[src/rtl/norm_shift_ctrl_pkg.sv]
// Shared constants and state encoding for the FPU add/sub normalization sequencer.
package fpu_norm_pkg;

  localparam int SW  = 26;
  localparam int EW  = 8;
  localparam int SHW = 5;

  localparam logic [EW-1:0] EXP_MAX    = '1;
  localparam int            HIDDEN_BIT = SW - 2;

  typedef enum logic [1:0] {
    IDLE,
    DETECT,
    SHIFT,
    DONE
  } state_t;

endpackage

[src/rtl/norm_shift_ctrl_if.sv]
// Start/ready request and done/ack result bundle between the add/sub FSM and the normalizer.
interface norm_shift_ctrl_if;
  import fpu_norm_pkg::*;

  logic           start_i;
  logic           ready_o;
  logic [SW-1:0]  sig_i;
  logic [EW-1:0]  exp_i;
  logic           done_o;
  logic           ack_i;
  logic [SW-1:0]  sig_o;
  logic [EW-1:0]  exp_o;
  logic [SHW-1:0] shamt_o;
  logic           zero_o;
  logic           ovf_o;
  logic           unf_o;

  modport master (
    output start_i, sig_i, exp_i, ack_i,
    input  ready_o, done_o, sig_o, exp_o, shamt_o, zero_o, ovf_o, unf_o
  );

  modport slave (
    input  start_i, sig_i, exp_i, ack_i,
    output ready_o, done_o, sig_o, exp_o, shamt_o, zero_o, ovf_o, unf_o
  );

endinterface

[src/rtl/norm_shift_ctrl_lzc.sv]
// Combinational leading-zero counter over the hidden bit and fraction bits.
module lzc_sig
  import fpu_norm_pkg::*;
(
  input  logic [SW-2:0]  sig,
  output logic [SHW-1:0] lz,
  output logic           zero
);

  // Ascending scan: the highest set bit is the last one to overwrite lz.
  always_comb begin
    lz   = SHW'(SW - 1);
    zero = 1'b1;
    for (int i = 0; i < SW - 1; i++) begin
      if (sig[i]) begin
        lz   = SHW'(SW - 2 - i);
        zero = 1'b0;
      end
    end
  end

endmodule

[src/rtl/norm_shift_ctrl.sv]
// Normalization sequencer: leading-one detect, shift and exponent adjust after the significand adder.
// Optional build macro NORM_STICKY_EN keeps the bit lost by a right shift as a sticky LSB.
module norm_shift_ctrl
  import fpu_norm_pkg::*;
(
  input  logic              clk,
  input  logic              rst,
  norm_shift_ctrl_if.slave  bus
);

  state_t state_q, state_d;

  logic [SW-1:0]  sig_p0;
  logic [EW-1:0]  exp_p0;
  logic [SHW-1:0] lz_p1;
  logic           carry_p1;
  logic           allz_p1;

  logic [SHW-1:0] lz_w;
  logic           lzc_zero;

  logic [SW-1:0]  res_sig;
  logic [EW-1:0]  res_exp;
  logic [SHW-1:0] res_sh;
  logic           res_zero, res_ovf, res_unf;

  logic [SW-1:0]  sig_q;
  logic [EW-1:0]  exp_q;
  logic [SHW-1:0] sh_q;
  logic           zero_q, ovf_q, unf_q;

  logic [EW:0]    inc_w;
  logic [SHW-1:0] ush_w;

  function automatic logic [SW-1:0] shr1(input logic [SW-1:0] s);
    logic [SW-1:0] r;
    r = s >> 1;
`ifdef NORM_STICKY_EN
    r[0] = s[1] | s[0];
`else
    r[0] = s[1];
`endif
    return r;
  endfunction

  // Returns {overflow, exponent}; saturates to all-ones when exp+1 would reach it.
  function automatic logic [EW:0] exp_inc_sat(input logic [EW-1:0] e);
    if (e >= EXP_MAX - 1'b1) return {1'b1, EXP_MAX};
    return {1'b0, e + 1'b1};
  endfunction

  lzc_sig u_lzc (
    .sig  (sig_p0[HIDDEN_BIT:0]),
    .lz   (lz_w),
    .zero (lzc_zero)
  );

  always_ff @(posedge clk) begin
    if (rst) state_q <= IDLE;
    else     state_q <= state_d;
  end

  always_comb begin
    state_d = state_q;
    case (state_q)
      IDLE:    if (bus.start_i) state_d = DETECT;
      DETECT:  state_d = SHIFT;
      SHIFT:   state_d = DONE;
      DONE:    if (bus.ack_i) state_d = IDLE;
      default: state_d = IDLE;
    endcase
  end

  // p0: operand capture on the start edge
  always_ff @(posedge clk) begin
    if (state_q == IDLE && bus.start_i) begin
      sig_p0 <= bus.sig_i;
      exp_p0 <= bus.exp_i;
    end
  end

  // p1: leading-zero count and carry registered in DETECT
  always_ff @(posedge clk) begin
    if (state_q == DETECT) begin
      lz_p1    <= lz_w;
      carry_p1 <= sig_p0[SW-1];
      allz_p1  <= lzc_zero & ~sig_p0[SW-1];
    end
  end

  assign inc_w = exp_inc_sat(exp_p0);
  assign ush_w = SHW'(exp_p0 - 1'b1);

  always_comb begin
    res_sig  = '0;
    res_exp  = '0;
    res_sh   = '0;
    res_zero = 1'b0;
    res_ovf  = 1'b0;
    res_unf  = 1'b0;
    if (allz_p1) begin
      res_zero = 1'b1;
    end else if (carry_p1) begin
      res_exp = inc_w[EW-1:0];
      res_ovf = inc_w[EW];
      if (!inc_w[EW]) res_sig = shr1(sig_p0);
    end else if (exp_p0 > {{(EW-SHW){1'b0}}, lz_p1}) begin
      res_sig = sig_p0 << lz_p1;
      res_exp = exp_p0 - {{(EW-SHW){1'b0}}, lz_p1};
      res_sh  = lz_p1;
    end else begin
      // Underflow: exp <= lz <= 24, so exp-1 always fits the shift width.
      res_unf = 1'b1;
      if (exp_p0 != '0) begin
        res_sig = sig_p0 << ush_w;
        res_sh  = ush_w;
      end else begin
        res_sig = sig_p0;
      end
    end
  end

  // p2: result registers, loaded in SHIFT and held through DONE
  always_ff @(posedge clk) begin
    if (rst) begin
      sig_q  <= '0;
      exp_q  <= '0;
      sh_q   <= '0;
      zero_q <= 1'b0;
      ovf_q  <= 1'b0;
      unf_q  <= 1'b0;
    end else if (state_q == SHIFT) begin
      sig_q  <= res_sig;
      exp_q  <= res_exp;
      sh_q   <= res_sh;
      zero_q <= res_zero;
      ovf_q  <= res_ovf;
      unf_q  <= res_unf;
    end
  end

  assign bus.ready_o = (state_q == IDLE);
  assign bus.done_o  = (state_q == DONE);
  assign bus.sig_o   = sig_q;
  assign bus.exp_o   = exp_q;
  assign bus.shamt_o = sh_q;
  assign bus.zero_o  = zero_q;
  assign bus.ovf_o   = ovf_q;
  assign bus.unf_o   = unf_q;

endmodule

[src/flat_wrapper.sv]
// flat-port wrapper written by rule: the top's interface ports become plain ports
module norm_shift_ctrl_flat import fpu_norm_pkg::*;
  (clk, rst, bus_start_i, bus_sig_i, bus_exp_i, bus_ack_i, bus_ready_o, bus_done_o, bus_sig_o, bus_exp_o, bus_shamt_o, bus_zero_o, bus_ovf_o, bus_unf_o);
  norm_shift_ctrl_if bus_i ();
  input  logic clk;
  input  logic rst;
  input wire logic [$bits(bus_i.start_i)-1:0] bus_start_i;
  input wire logic [$bits(bus_i.sig_i)-1:0] bus_sig_i;
  input wire logic [$bits(bus_i.exp_i)-1:0] bus_exp_i;
  input wire logic [$bits(bus_i.ack_i)-1:0] bus_ack_i;
  output wire logic [$bits(bus_i.ready_o)-1:0] bus_ready_o;
  output wire logic [$bits(bus_i.done_o)-1:0] bus_done_o;
  output wire logic [$bits(bus_i.sig_o)-1:0] bus_sig_o;
  output wire logic [$bits(bus_i.exp_o)-1:0] bus_exp_o;
  output wire logic [$bits(bus_i.shamt_o)-1:0] bus_shamt_o;
  output wire logic [$bits(bus_i.zero_o)-1:0] bus_zero_o;
  output wire logic [$bits(bus_i.ovf_o)-1:0] bus_ovf_o;
  output wire logic [$bits(bus_i.unf_o)-1:0] bus_unf_o;
  assign bus_i.start_i = bus_start_i;
  assign bus_i.sig_i = bus_sig_i;
  assign bus_i.exp_i = bus_exp_i;
  assign bus_i.ack_i = bus_ack_i;
  assign bus_ready_o = bus_i.ready_o;
  assign bus_done_o = bus_i.done_o;
  assign bus_sig_o = bus_i.sig_o;
  assign bus_exp_o = bus_i.exp_o;
  assign bus_shamt_o = bus_i.shamt_o;
  assign bus_zero_o = bus_i.zero_o;
  assign bus_ovf_o = bus_i.ovf_o;
  assign bus_unf_o = bus_i.unf_o;
  norm_shift_ctrl u_core (.clk(clk), .rst(rst), .bus(bus_i));
endmodule
[config.mk]
export PLATFORM = sky130hd
export DESIGN_NAME = norm_shift_ctrl_flat
export DESIGN_NICKNAME = d
export VERILOG_FILES = /design/src/rtl/norm_shift_ctrl_pkg.sv /design/src/rtl/norm_shift_ctrl_if.sv /design/src/rtl/norm_shift_ctrl_lzc.sv /design/src/rtl/norm_shift_ctrl.sv /design/src/flat_wrapper.sv
export SDC_FILE = /design/constraint.sdc
export NUM_CORES = 1
export LEC_CHECK = 0
export CORE_MARGIN = 2
export CORE_UTILIZATION = 45
export CTS_CLUSTER_DIAMETER = 120
export DETAILED_ROUTE_END_ITERATION = 10
export PLACE_DENSITY = 0.77
export RECOVER_POWER = 25
export SYNTH_ARGS = -nofsm -noshare
export SYNTH_HDL_FRONTEND = slang
export SYNTH_SLANG_ARGS = --single-unit
[constraint.sdc]
create_clock -name clk -period 5.17 [get_ports clk]
set_input_delay 1.034 -clock clk [delete_from_list [all_inputs] [get_ports clk]]
set_output_delay 1.034 -clock clk [all_outputs]
set_load 0.02 [all_outputs]
* After elaboration in Yosys (flattened, before gate mapping) *
Cells that the tools add are included.

operators by class
  add/sub/neg operators = 3
  $lt $le $gt $ge = 2
  equality and inequality tests = 5
  shift operators = 2
  mux-type cells = 73
  bitwise gates (word level) = 2
  reduce and logical (&&, ||, !) cells = 8

operators with widths
  kind                                              count
  two-way mux 26 bit                                4
  two-way mux 5 bit                                 12
  << shifter 26 x 5 -> 26 bit                       2
  two-way mux 1 bit                                 34
  two-way mux 4 bit                                 8
  two-way mux 25 bit                                1
  two-way mux 8 bit                                 3
  two-way mux 9 bit                                 2
  OR reduction 16 bit                               1
  two-way mux 3 bit                                 4
  adder 8 x 1 -> 8 bit, second input constant       1
  >= comparator 8 bit, second input constant        1
  > comparator 8 x 5 -> 1 bit                       1
  two-way mux 2 bit                                 4
  one-hot mux 2 bit (4 select lines)                1
  nonzero test 8 bit                                1
  OR reduction 8 bit                                1
  subtractor 8 x 5 -> 8 bit                         1
  subtractor 5 x 1 -> 5 bit, second input constant  1
  == test 2 bit, second input constant              2
  inequality test 2 bit, second input constant      2
  OR reduction 4 bit                                1
  == test 2 x 1 -> 1 bit, second input constant     1
  zero test 2 bit                                   1
  other kinds (5)                                   5

storage, ports and cells
  register bits after elaboration = 85
  input bits = 38
  output and inout bits = 44
  word-level logic and storage cells = 111

* Depth between registers and ports, before layout *
Gate-level depths: netlist of run 1.

  word-level depth = 26
  gate-level depth with buffers = 14
  depth with buffers taken out = 11

* By module *
A second synthesis of run 1 with hierarchy kept.

second synthesis, totals
  cells, all modules = 814
  area total of the unflattened synthesis = 7,295.7 um^2

by module, submodules not included
  module           instances  cells an instance  area each (um^2)  sequential area each (um^2)
  norm_shift_ctrl  1          763                7,008.0           2,112.0
  lzc_sig          1          51                 287.8             0.0

* Worst setup path before layout of run 1 *
No wires, ideal clock.

  path kind = register to register
  start = reg u_core.exp_p0[0]
  end = reg u_core.sig_q[9] (netlist: u_core.bus.sig_o[9])
  library setup time = 0.132 ns
  data arrival time = 2.947 ns
  required time = 5.038 ns
  path slack = 2.092 ns
  stages on the path, launching flop included = 15
  buffers on the path = 3
  period minus slack after synthesis = 3.078 ns
  path through = edfxtp_1 -> buf_6 -> buf_4 -> inv_1 -> ha_1 -> inv_1 -> fa_1 -> a211o_1 -> a21oi_1 -> o21ai_2 -> nand2_1 -> buf_2 -> nor2_1 -> a2111oi_2 -> nor3_1

between the ends
  word-level cells in the longest chain between the ends = 6
  elaborated cells on any way between the ends = 12
  those cells by class = 1 x add/sub; 2 x order compare; 1 x shift; 7 x mux; 1 x reduce/logical

ends and longest elaborated chain
  what                                                                     line                                            RTL
  start, declared                                                          norm_shift_ctrl.sv:14                           logic [EW-1:0] exp_p0;
  start signal, assigned                                                   norm_shift_ctrl.sv:78                           exp_p0 <= bus.exp_i;
  subtractor 5 x 1 -> 5 bit / >= comparator 8 bit (equally long branches)  norm_shift_ctrl.sv:92, norm_shift_ctrl.sv:48
  << shifter 26 x 5 -> 26 bit / two-way mux 1 bit (equally long branches)  norm_shift_ctrl.sv:115, norm_shift_ctrl.sv:48
  two-way mux 26 bit / two-way mux 9 bit (equally long branches)           norm_shift_ctrl.sv:114, norm_shift_ctrl.sv:49
  two-way mux 26 bit / two-way mux 25 bit (equally long branches)          norm_shift_ctrl.sv:107, norm_shift_ctrl.sv:106
  two-way mux 26 bit *                                                     norm_shift_ctrl.sv:103                          end else if (carry_p1) begin
  two-way mux 26 bit *                                                     norm_shift_ctrl.sv:101                          if (allz_p1) begin
  end signal, assigned                                                     norm_shift_ctrl.sv:133                          sig_q <= res_sig;
  end, declared                                                            norm_shift_ctrl.sv:27                           logic [SW-1:0] sig_q;

Every way passes the cells marked *; elsewhere a longest branch is shown, timed or not.
A chain may end at the register's enable or synchronous reset.

* Worst setup path after layout of run 1 *
  start = reg u_core.lz_p1[2]
  end = reg u_core.sig_q[12] (netlist: u_core.bus.sig_o[12])

between the ends
  word-level cells in the longest chain between the ends = 4
  elaborated cells on any way between the ends = 5
  those cells by class = 1 x order compare; 1 x shift; 3 x mux

ends and longest elaborated chain
  what                                                                               line                                            RTL
  start, declared                                                                    norm_shift_ctrl.sv:15                           logic [SHW-1:0] lz_p1;
  start signal, assigned                                                             norm_shift_ctrl.sv:85                           lz_p1 <= lz_w;
  > comparator 8 x 5 -> 1 bit / << shifter 26 x 5 -> 26 bit (equally long branches)  norm_shift_ctrl.sv:107, norm_shift_ctrl.sv:108
  two-way mux 26 bit *                                                               norm_shift_ctrl.sv:107                          end else if (exp_p0 > {{(EW-SHW){1'b0}}, lz_p1}) begin
  two-way mux 26 bit *                                                               norm_shift_ctrl.sv:103
  two-way mux 26 bit *                                                               norm_shift_ctrl.sv:101

Marked as above.

==> impl_results.md, run 1 <==
- Mapped Area: 7110 sq um
- Hold_buf cts: 0
- Clock network power share: 14.9%
- Total CTS buffers: 9
- P_leak: 0.00285 uW
- Die W: 130 um
- Grt ovf: 0
- Die Y: 130 um
- Largest net degree at the start of global routing: 35
- Final setup vio count: 0
- PD cells: 570 nW/um^2
- Post-DP HPWL: 17300 um
- Synth Net Count: 845
- DRC: 0
- Die Area: 16800 sq um
- Achievable frequency: 0.277 GHz
- XOR/XNOR share of the synthesized area: 1.97%
- First-pass GRT wire length: 37100 um
- Rel. slew slack: 37.2%
- Most common flop cell mapped by yosys: dfxtp_1
- Placed Cells: 1018
- Final Instance Area: 8230 sq um
- Fillers: 1415
- Clock buffer depth: 2
- Worst Tran Pin Value: 941 ps
- Sequential Area: 2110 sq um
- Most common cell after layout, fill and taps aside: nand2_1
- CTS tree: done
- Crit path time final: 3600 ps
- Reg2reg setup slack: 1570 ps
- WP data arrival: 3870 ps
- Worst skew pair latency: 360 ps
- Core Util, Final: 53.7%
- Met1 wire length: 10400 um
- Seq pwr share: 27.1%
- Fin crit share: 69.7%
- Multi-input gate area: 4520 sq um
- WHS: 467 ps
- DR top layer: met4
- # rows: 45
- PostCTS Resize Cnt: 0
- Crit Path Max Fanout: 22
- Sequential fraction of the synthesis area: 29.7%
- Combinational power share: 58.0%
- Vias per cell: 6.58
- Switch Pwr: 2280 uW
- Final hold vios: 0
- Ys async rst share: 0%
- Largest family of logic cells by synthesized area: compound AO/OA/AOI/OAI gates
- Peak VDD IR: 0.000274 V
- Core area: 15300 sq um
- Post-route ant nets: 0
- Register clock-pin slew on the reported worst setup and hold paths: 70 ps
- Simple-Gate Fraction of Synth Area: 18.1%
- Synth Register Bits: 85
- RePlAce Congestion: 1.04
- RSZ-0062 raised after global routing: no
- Mux contribution to synthesized area: 19.9%
- Inserted Diodes: 0
- Area Growth Syn to Fin: 15.7%
- Worst setup EP type: flop
- Complex-gate fraction of the synthesized area: 20.8%
- Met3 routed wirelength: 3360 um
- IO Port Bufs: 81
- Pint: 2410 uW
- NumNets Final: 870
- CTS Sinks: 85
- Max Cap Violations: 0
- Detail Route met2 WL: 10100 um
- Initial antenna violation count: 0
- DRT Pass-1 Iters: 8
- Fin cells: 1034
- Gr usage total: 29.5%
- Crit path kind: flop to flop
- Syn Inst Count: 793
- Vias in the first global route: 6161
- Dpl cell area: 7920 sq um
- H-Tree Depth: 3
- Io pins: 82
- Outcome: finished, final reports clean
- Startpoint Class: flop
- Data required time of the worst path: 5440 ps
- Synth unique cells: 75
- DRT iter0 DRCs: 980
- Clock skew: 10.9 ps
- Adder-Cell Fraction of Synth Area: 2.57%
- Yosys warning total: 0
- Final slew viol count: 0
- Switching part of the total power: 48.5%
- Post-synth EDFFs: 41
- Hold crit path type: flop to flop
- Via count: 6801
- Setup TNS Final: 0 ps
- Clock Root Buffer: clkbuf_16
- Wirelength per Cell: 23.9 um
- Setup bufs post-CTS: 0
- Final wirelength: 24700 um
- Ratio of cells with drive above 1 in the final layout: 13.2%
- Syn Area/Cell: 8.97 sq um
- Most frequent cells in the layout: 77 x nand2_1, 68 x nor2_1, 47 x clkdlybuf4s50_1, 45 x a21oi_1, 44 x dfxtp_1
- Initial Utilization: 46.4%
-- power by group through the flow --
stage | clock, uW | combinational [uW] | sequential [uW]
floorplan | 0 | 2080 | 1030
global placement | 0 | 2640 | 1250
detailed placement | 0 | 2650 | 1260
CTS | 702 | 2660 | 1240
global route | 738 | 2920 | 1270
finish | 698 | 2720 | 1270
-- final timing paths --
check | start | to | cells after the start
max reg2reg | u_core.lz_p1[2]$_SDFFCE_PP0N_ | u_core.bus.sig_o[12]$_SDFFE_PP0P_ | 9
max | u_core.lz_p1[2]$_SDFFCE_PP0N_ | u_core.bus.sig_o[12]$_SDFFE_PP0P_ | 9
min reg2reg | u_core.bus.exp_o[4]$_SDFFE_PP0P_ | u_core.bus.exp_o[4]$_SDFFE_PP0P_ | 2
min | u_core.bus.exp_o[4]$_SDFFE_PP0P_ | u_core.bus.exp_o[4]$_SDFFE_PP0P_ | 2
-- metal layers --
metal	track usage (%)	vias to the layer above
met5	0	-
met4	11.2	0
met3	9.55	73
met2	40.9	527
met1	42.8	3156
li1	-	3045
-- stage by stage --
step           total power, uW  setup WS [ps]
2_1_floorplan             3120           2090
3_3_place_gp              3900           1760
3_5_place_dp              3910           1700
4_1_cts                   4610           1650
5_1_grt                   4930           1300
6_report                  4690           1570
-- critical path: stages, from the launching register on --
cell	delay, ps
edfxtp_1	830
inv_2	350
ha_1	450
a211o_1	320
a21oi_1	300
o21a_1	310
buf_4	300
o21ai_0	190
o221ai_1	220
nor3b_1	230
-- Yosys cell counts, types with 26 or more instances --
library cell | number | area [sq um]
nand2_1 | 77 | 289
nor2_1 | 68 | 255
clkbuf_1 | 47 | 176
a21oi_1 | 45 | 225
dfxtp_1 | 44 | 881
edfxtp_1 | 41 | 1230
mux2i_1 | 34 | 340
nor3_1 | 34 | 170
mux4_2 | 33 | 743
a211oi_1 | 30 | 225
o21ai_0 | 27 | 135
nor2b_1 | 26 | 163
-- logic make-up after synthesis --
| logic type | after synthesis |
|---|---|
| buffers and inverters | 105 |
| and+or+nand+nor | 269 |
| adders and majority gates | 14 |
| AOI/OAI and AO/OA | 211 |
| xor gates and xnor gates | 13 |
| DFF | 85 |
| muxes | 96 |
-- cell type report --
type,count,area share [%]
clock inverters,7,0.989
repair buffers,100,11.6
inverters,19,0.867
well taps,211,3.21
clock buffers,9,2.74
flip-flops and latches,85,25.7
multi-input cells,603,54.9
-- flip-flops by register name, summed over array words and instances, names as in the netlist --
register / cells
u_core.sig_p0: 26
u_core.allz_p1: 1
u_core.bus.shamt_o: 5
u_core.exp_p0: 8
u_core.lz_p1: 5
u_core.bus.zero_o: 1
u_core.bus.exp_o: 8
u_core.bus.unf_o: 1
u_core.carry_p1: 1
u_core.bus.sig_o: 26
u_core.state_q: 2
u_core.bus.ovf_o: 1
Power figures use the tool's default switching activity.
==> run 2, diff against run 1 <==
==> constraint.sdc (replaced) <==
create_clock -name clk -period 3.4 [get_ports clk]
set_input_delay 0.68 -clock clk [delete_from_list [all_inputs] [get_ports clk]]
set_output_delay 0.68 -clock clk [all_outputs]
set_load 0.02 [all_outputs]
==> run 2 against run 1 <==
- non-clock buffer count increased by 21
- sequential power increased by 44%
- utilization increased by 1.1 points
- sequential cell count unchanged
- power increased by 56%
- cell count increased by 2.0%
- largest cell class unchanged
- highest routed layer unchanged
==> impl_results.md, run 2 (same netlist as run 1, synthesis figures left out) <==
- Fin cells: 1055 (+2.0%)
- NumNets Final: 891 (+2.4%)
- Hold_buf cts: 0 (unchanged)
- CTS Sinks: 85 (unchanged)
- Register clock-pin slew on the reported worst setup and hold paths: 80 ps (about the same)
- DRT Pass-1 Iters: 5 (-3)
- Crit Path Max Fanout: 15 (-32%)
- Clock buffer depth: 2 (unchanged)
- Final hold vios: 0 (unchanged)
- WP data arrival: 3290 ps (-580 ps)
- Inserted Diodes: 0 (unchanged)
- Core Util, Final: 54.8% (+1.1 points)
- PostCTS Resize Cnt: 0 (unchanged)
- Initial Utilization: 46.4% (unchanged)
- Largest net degree at the start of global routing: 35 (unchanged)
- Initial antenna violation count: 0 (unchanged)
- Grt ovf: 0 (unchanged)
- Final wirelength: 25800 um (+4.6%)
- Crit path kind: flop to flop
- Worst setup EP type: flop
- Worst skew pair latency: 370 ps (about the same)
- DRT iter0 DRCs: 909 (-7.2%)
- Area Growth Syn to Fin: 18.0%
- Startpoint Class: flop
- Worst reg-to-reg path cell count: 11 (+2)
- Core area: 15300 sq um (unchanged)
- Crit path time final: 3030 ps (-574 ps)
- Most common cell after layout, fill and taps aside: nand2_1
- Die W: 130 um (unchanged)
- # rows: 45 (unchanged)
- H-Tree Depth: 3 (unchanged)
- Clock skew: 19.4 ps (+8.53 ps)
- Vias in the first global route: 6475 (+5.1%)
- Peak VDD IR: 0.000493 V (+80%)
- PD cells: 869 nW/um^2 (+53%)
- Ratio of cells with drive above 1 in the final layout: 15.4% (+2.2 points)
- Placed Cells: 1039 (+2.1%)
- Setup bufs post-CTS: 0 (unchanged)
- Fin crit share: 89.1% (+19 points)
- RePlAce Congestion: 1.07 (+2.9%)
- First-pass GRT wire length: 39300 um (+6.0%)
- Final slew viol count: 0 (unchanged)
- Reg2reg setup slack: 370 ps (-1200 ps)
- Clock Root Buffer: clkbuf_16
- DRC: 0 (unchanged)
- Hold crit path type: flop to flop
- Via count: 7053 (+3.7%)
- Final setup vio count: 0 (unchanged)
- Rel. slew slack: 39.0% (+1.8 points)
- Outcome: finished, final reports clean
- Die Y: 130 um (unchanged)
- Vias per cell: 6.69 (+1.6%)
- Post-DP HPWL: 18500 um (+7.0%)
- Total CTS buffers: 9 (unchanged)
- Hold Path Cell Cnt: 2 (unchanged)
- Setup TNS Final: 0 ps (unchanged)
- IO Port Bufs: 81 (unchanged)
- Wirelength per Cell: 24.5 um (+2.5%)
- Gr usage total: 31.4% (+1.9 points)
- Die Area: 16800 sq um (unchanged)
- Most frequent cells in the layout: 77 x nand2_1, 68 x nor2_1, 47 x clkdlybuf4s50_1, 45 x a21oi_1, 44 x dfxtp_1
- P_leak: 0.00296 uW (+3.7%)
- Data required time of the worst path: 3660 ps (-1780 ps)
- Io pins: 82 (unchanged)
- Worst Tran Pin Value: 908 ps (-33.3 ps)
- RSZ-0062 raised after global routing: no
- Achievable frequency: 0.330 GHz (+19%)
- Max Cap Violations: 0 (unchanged)
- CTS tree: done
- Post-route ant nets: 0 (unchanged)
## run 2: cell type report
cell class / count / area, sq um
clock buffer: 9 / 225
clock inverter: 7 / 78.8
tap: 211 / 264
timing repair buffer: 121 / 1120
sequential: 85 / 2110
inverter: 19 / 71.3
multi-input combinational: 603 / 4520
fill: 1409 / 6920
## run 2: final timing paths
kind                                                  startpoint                                 to
worst max register to register        u_core.exp_p0[0]$_DFFE_PP_  u_core.bus.sig_o[25]$_SDFFE_PP0P_
worst min-delay path            u_core.bus.exp_o[4]$_SDFFE_PP0P_   u_core.bus.exp_o[4]$_SDFFE_PP0P_
worst max-delay path                  u_core.exp_p0[0]$_DFFE_PP_  u_core.bus.sig_o[25]$_SDFFE_PP0P_
worst min register to register  u_core.bus.exp_o[4]$_SDFFE_PP0P_   u_core.bus.exp_o[4]$_SDFFE_PP0P_
## run 2: power by group
group / switching (uW) / leakage [uW] / internal, uW / total (uW)
clock: 488 / 0.000153 / 583 / 1070
sequential: 489 / 0.000746 / 1340 / 1830
combinational: 2560 / 0.00206 / 1830 / 4390
total: 3540 / 0.00296 / 3760 / 7300
## run 2: metal layers
metal	global-route usage [%]	wire, um
met1	45.6	10900
met2	43.8	10700
met3	7.71	2900
met4	15.2	1350
met5	0	0
## run 2: worst max-delay path: stages, from the launching register on
cell	delay, ps
edfxtp_1	400
inv_1	110
ha_1	170
inv_1	50
fa_1	430
a211o_1	290
a21oi_1	300
o21ai_2	130
buf_4	210
nor2_1	350
o21ai_0	180
a221oi_1	310
## run 2: through the flow
| stage | power [uW] | worst slack, ps | cell area (sq um) | hold slack (ps) |
|---|---|---|---|---|
| after floorplan | 4740 | 322 | 7110 | 499 |
| after global placement | 6080 | 583 | 8090 | 457 |
| after detailed placement | 6100 | 509 | 8090 | 459 |
| after CTS | 7180 | 483 | 8390 | 468 |
| after global routing | 7660 | 250 | 8390 | 489 |
| final | 7300 | 370 | 8390 | 469 |
